`config.mk`:
```
export PLATFORM = sky130hd
export DESIGN_NAME = syn_counter
export DESIGN_NICKNAME = d
export VERILOG_FILES = /design/src/rtl/syn_counter.sv
export SDC_FILE = /design/constraint.sdc
export NUM_CORES = 1
export LEC_CHECK = 0
export CORE_AREA = 5 5 42 44
export DETAILED_ROUTE_END_ITERATION = 10
export DIE_AREA = 0 0 47 49
export MAX_ROUTING_LAYER = met4
export REMOVE_ABC_BUFFERS = 1
export SLEW_MARGIN = 20
export SYNTH_ARGS = -nofsm -noshare
export SYNTH_HDL_FRONTEND = slang
export SYNTH_SLANG_ARGS = --single-unit
export TNS_END_PERCENT = 50
```
`constraint.sdc`:
```
create_clock -name clk -period 2.1 [get_ports clk]
set_input_delay 0.63 -clock clk [delete_from_list [all_inputs] [get_ports clk]]
set_output_delay 0.63 -clock clk [all_outputs]
set_load 0.1 [all_outputs]
```
`src/rtl/syn_counter.sv`:
```
// -----------------------------------------------------------------------------
// syn_counter
//   Synchronous up/down counter with parallel load and a terminal-count flag.
//   At each rising clk edge the priority is: reset, load, count, hold.
//   Counting wraps silently modulo 2^WIDTH.
//
// Ports (positional order is fixed: clk, Rst, out, ld_en, load, cnt_en,
// up_dn, tc)
//   clk    in   1      single clock, rising edge
//   Rst    in   1      synchronous active-low reset, clears the count
//   out    out  WIDTH  registered counter value
//   ld_en  in   1      parallel-load enable, takes priority over counting
//   load   in   WIDTH  parallel-load value
//   cnt_en in   1      count enable
//   up_dn  in   1      direction: 1 = up, 0 = down
//   tc     out  1      terminal count: the next count step would wrap
// -----------------------------------------------------------------------------
module syn_counter #(
  parameter int WIDTH = 4
) (
  input  logic             clk,
  input  logic             Rst,
  output logic [WIDTH-1:0] out,
  input  logic             ld_en,
  input  logic [WIDTH-1:0] load,
  input  logic             cnt_en,
  input  logic             up_dn,
  output logic             tc
);

  localparam logic [WIDTH-1:0] L_ONE = WIDTH'(1);

  logic [WIDTH-1:0] r_count;
  logic [WIDTH-1:0] w_next;
  logic             w_at_end;

  // Next-state selection below reset. Load beats count; neither means hold.
  always_comb begin
    // NOTE: default first so every path assigns w_next and no latch is inferred.
    w_next = r_count;
    if (ld_en) begin
      w_next = load;
    end else if (cnt_en) begin
      w_next = up_dn ? (r_count + L_ONE) : (r_count - L_ONE);
    end
  end

  // NOTE: reset is tested inside the clocked block, so it only acts on a
  // rising edge and never changes out between edges.
  always_ff @(posedge clk) begin
    if (!Rst) begin
      r_count <= '0;
    end else begin
      // NOTE: non-blocking so every flop samples pre-edge values together.
      r_count <= w_next;
    end
  end

  // The end value depends on direction: all-ones counting up, zero counting
  // down. A pending load suppresses the flag because no count step happens.
  assign w_at_end = up_dn ? (&r_count) : (~|r_count);
  assign tc       = cnt_en & ~ld_en & w_at_end;

  assign out = r_count;

endmodule

```
Yosys cells after proc, flatten, opt, wreduce, memory -nomap -nowiden
Index checks and enable logic that the tools add are counted. Widths: inputs -> output; s select.

Flip-flop bits (word level): 4. Word-level logic and storage cells: 14. Input port bits: 9.

Multiplexer cells: 4. Reduce and logical (&&, ||, !) cells: 4. Bitwise logic cells: 3. Add/subtract/negate cells: 2.

Operators by type and width (number): $mux 4 (3); $add 4x1->4 const B (1); $reduce_and 4->1 (1); $reduce_or 4->1 (1); $sub 4x1->4 const B (1); $and 1x1->1 (2); $reduce_bool 2->1 (1); $logic_not 1->1 (1); $mux 1 (1); $not 1->1 (1).

Depth between registers and ports, before layout
Gate-level depths: netlist (run 1).

Word-level depth: 4. Mapped depth: 5. Depth with buffers taken out: 5.

Worst setup path after synthesis (run 1)
OpenSTA, ideal clock, no wires.

Path type: flip-flop to output port. Start: register r_count[0], in the netlist out[0]. End: output port tc. Setup slack: -1.399 ns. Cell stages (with the launch flop): 4. Arrival time: 2.869 ns. Cells stage by stage: dfxtp_1 -> and3_1 -> nand3_1 -> a21oi_1.

Cells in the longest elaborated chain, start to end: 4. Elaborated cells on any way between the ends: 5. Those cells by class: mux: 1; bitwise: 1; reduce/logical: 3.

Ends and longest elaborated chain: start, declared (RTL line 33) `logic [WIDTH-1:0] r_count;`; start signal, assigned (RTL line 55) `r_count <= w_next;`; $reduce_or 4->1 (RTL line 61) `assign w_at_end = up_dn ? (&r_count) : (~|r_count);`; $logic_not 1->1 (RTL line 61); $mux 1 (*) (RTL line 61); $and 1x1->1 (*) (RTL line 62) `assign tc = cnt_en & ~ld_en & w_at_end;`; end, declared (RTL line 28) `output logic tc`.

Every way passes the cells marked *; elsewhere a longest branch is shown, timed or not.

Final worst setup path (run 1)
Start: input port up_dn. End: output port tc.

Cells in the longest elaborated chain, start to end: 2.

Ends and longest elaborated chain: start, declared (RTL line 27) `input logic up_dn,`; $mux 1 (RTL line 61); $and 1x1->1 (RTL line 62).

No other way between the ends.

==> summary.txt, run 1 <==
Worst setup path
  – Required time worst endpoint: approximately 1.5 ns
  – Worst reg2reg endpoint: out[3]$_SDFFE_PN0P_
  – Worst path cell trace: dlygate4sd2_1 > inv_2 > nand2_2 > a21oi_4 > buf_12
  – Worst-path fanout max: 3
  – Delay-heaviest family, CP: buffers and inverters
  – CP max stage delay: between 0.2 and 0.3 ns
  – Endpoint type of the worst setup path: output pin
  – Worst setup path end: tc
  – Worst setup path start: up_dn
  – Reg2Reg Depth: 4
  – Buf/Inv on CP: 3
  – Crit-path slowest cell: dlygate4sd2_1
  – R2r setup slk: approximately 0.6 ns
  – Startpoint Class: primary input
  – Critical path depth: 5
  – Worst r2r src: out[2]$_SDFFE_PN0P_
  – Critical path class: in2out
  – Critical path arrival: 1.39 ns

Clock tree
  – Worst-skew pair later-pin latency: around 0.23 ns
  – Clock-pin slew on the worst setup and hold paths: approximately 0.040 ns
  – Worst-case clock buffer depth: 2
  – Root buf cell: clkbuf_4
  – Max H-tree Level: 1
  – TritonCTS clock tree: done
  – Clock Sinks: 4
  – Hold_buf cts: 0
  – Inserted Clock Buffers: 3

Synth
  – Predominant post-synthesis flop cell: dfxtp_1
  – Most frequent cells after synthesis: a21oi_1, dfxtp_1, nand2_1, nor2_1
  – Sequential share of the synthesized area: roughly a quarter
  – Asr flop ratio synth: 0%
  – Avg Cell Area, Syn: approximately 9.0 sq um
  – Area share of fa/ha/maj cells after synthesis: between 10% and 20%
  – Compound-Gate Fraction of Synth Area: around 17%
  – Largest family of logic cells by synthesized area: simple AND/OR/NAND/NOR gates
  – Post-synth EDFFs: 0
  – #FFs+latches synth: 4
  – Synth area leader: dfxtp_1
  – Synth top area cells: dfxtp_1, ha_1, a21oi_1
  – Post-synthesis xor/xnor area fraction: ~8%
  – Post-Synth Simple-Gate Area: a little over a fifth
  – Synth Cell Area: roughly 320 sq um
  – Synth top area share: between 20% and 30%
  – Ys Warns: 0
  – Mux contribution to synthesized area: 9.65%
  – Cells after Synth: 36
  – Synth cell types: 22

Cells and area
  – Layout Nets: 73
  – Area Overhead vs Synth: 91.5%
  – Fill cells: roughly 150
  – Final Cell Area: a little over 600 sq um
  – Layout cells sized above 1: around two fifths
  – ANT cells: 0
  – Largest register FFs: 4
  – Final instance count without filler cells: between 70 and 80

Power
  – Worst vdd ir: roughly 0.00038 V
  – Pwr dens: just under 600 nW/um^2
  – LEAKAGE: 0.267 nW

Hold path
  – Hold Startpoint: out[2]$_SDFFE_PN0P_
  – Hold crit path type: reg2reg

Route
  – DRT iter0 DRCs: 3
  – 1st-pass router iterations: 2
  – # DRC: 0
  – Vias: about 340
  – Detailed-route wire length: approximately 800 um
  – Antenna-violating nets left: 0
  – Via density: roughly 4.6
  – Wirelength per Cell: 10.7 um

Timing
  – Setup Skew: slightly above 0.001 ns
  – Setup-failing EPs final: 0
  – RSZ-0062 raised after global routing: false
  – Fin crit period: around 2.0 ns
  – Hold slack: between 0.6 and 0.7 ns
  – Final hold violation count: 0
  – Measured slew at the worst slew-check pin: ~0.28 ns
  – Fmax: 0.495 GHz
  – Slew Viols, Final: 0
  – Max_slew headroom: about four fifths
  – Final period utilization: 96.1%

Die
  – Die Wd: about 47 um
  – Row Count: 14
  – IO Pins: 14
  – Initial core utilization: between 20% and 30%
  – Die ar.: between 2000 and 2500 sq um
  – Core area: between 1000 and 1500 sq um
  – Die Height: just under 50 um

Outcome
  – Status: finished clean

Global route
  – Largest net degree at the start of global routing: 7
  – Initial antenna violation count: 0
  – GR Util All Layers: roughly 8.5%
  – GR Util met1: 10.4%
  – Vias in the first global route: between 300 and 400
  – Met2 global-route usage: around an eighth
  – Met3 Resource Use GR: ~2.2%
  – First-pass GRT wire length: between 1 and 1.5 mm
  – Global route total overflow: 0
  – Global routing's busiest layer: met2

Placed design
  – Port Buf Inserts: 13
  – Placed Area: about 560 sq um
  – Routability cong.: about 0.75
  – Dpl cells: 70
  – Post-DP HPWL: 638 um

Run
  – Max-Cap Viols: 0
final cells by class:
class                   instances  area, sq um  share of cell area [%]
flip-flops and latches          4         81.3                    13.1
inverters                       2         8.76                    1.41
multi-input cells              29          251                    40.5
repair buffers                 21          236                    38.1
well taps                      16         20.0                    3.23
clock buffers                   3         22.5                    3.63
layout by cell type (no fill, tap or decap), drive strengths merged:
cell,count
buf,13
or3b,1
a21oi,4
clkbuf,3
dlygate4sd2,3
mux2,1
inv,1
dfxtp,4
nor3b,1
and3,1
ha,2
a311o,1
a211o,1
nand2,3
clkinv,1
xor2,1
nor4,1
fa,1
nand3,2
nand2b,1
mux2i,2
a2111oi,1
xnor2,2
nor2,3
clkdlybuf4s50,5
cells by family (layout without fill, tap and decap cells):
group           count (synthesis)  count (layout)
buf+inv                         3              26
mux                             3               3
simple gates                   13              13
compound gates                  7               7
fa+ha+maj                       3               3
flops                           4               4
xor+xnor                        3               3
metrics by stage:
step           utilization (%)  TNS, ns  total power (W)  setup WS (ns)
3_5_place_dp              39.8   -0.795         0.000265         -0.264
3_3_place_gp              39.8   -0.701         0.000264         -0.244
5_1_grt                   44.3        0         0.000392        0.00994
6_report                  44.3        0         0.000368         0.0813
4_1_cts                   42.5        0         0.000366         0.0342
2_1_floorplan                -    -1.43         0.000191          -1.40
worst min-delay path by stage:
| stage | endpoint | cells past startpoint |
|---|---|---|
| after detailed placement | out[2]$_SDFFE_PN0P_ | 3 |
| after CTS | out[2]$_SDFFE_PN0P_ | 3 |
| final | out[2]$_SDFFE_PN0P_ | 3 |
| after global routing | out[2]$_SDFFE_PN0P_ | 3 |
| after floorplan | out[2]$_SDFFE_PN0P_ | 2 |
| after global placement | out[2]$_SDFFE_PN0P_ | 3 |
worst register-to-register path, stage by stage, from the launching register on:
cell	delay, ns
dfxtp_1	0.45
ha_1	0.31
a21oi_1	0.25
a2111oi_2	0.10
a311o_1	0.28
power breakdown:
| group | switching (W) | total (W) | internal, W |
|---|---|---|---|
| Clock | 0.0000317 | 0.0000957 | 0.0000639 |
| Combinational | 0.0000954 | 0.000174 | 0.0000789 |
| Sequential | 0.0000142 | 0.0000982 | 0.0000840 |
metal layers:
metal	vias up	wire, um
met2	12	360
met4	0	19
met3	2	55
li1	178	-
met5	-	0
met1	151	364
repair_timing:
item,in CTS,in global routing
resized for setup,7,3
pin swaps,1,1
endpoints found under the setup margin,1,1
buffers inserted,0,2
gates cloned,0,0
(Power assumes the default switching activity.)
==> inputs of run 2 (changes only) <==
- TNS_END_PERCENT: 50 -> 1
==> results of run 2 <==
Final layout, timing and power as in run 1 (identical DEF).
==> inputs of run 3 (changes only) <==
- SLEW_MARGIN: 20 -> 10
==> results of run 3 <==
Final layout, timing and power as in run 1 (identical DEF).
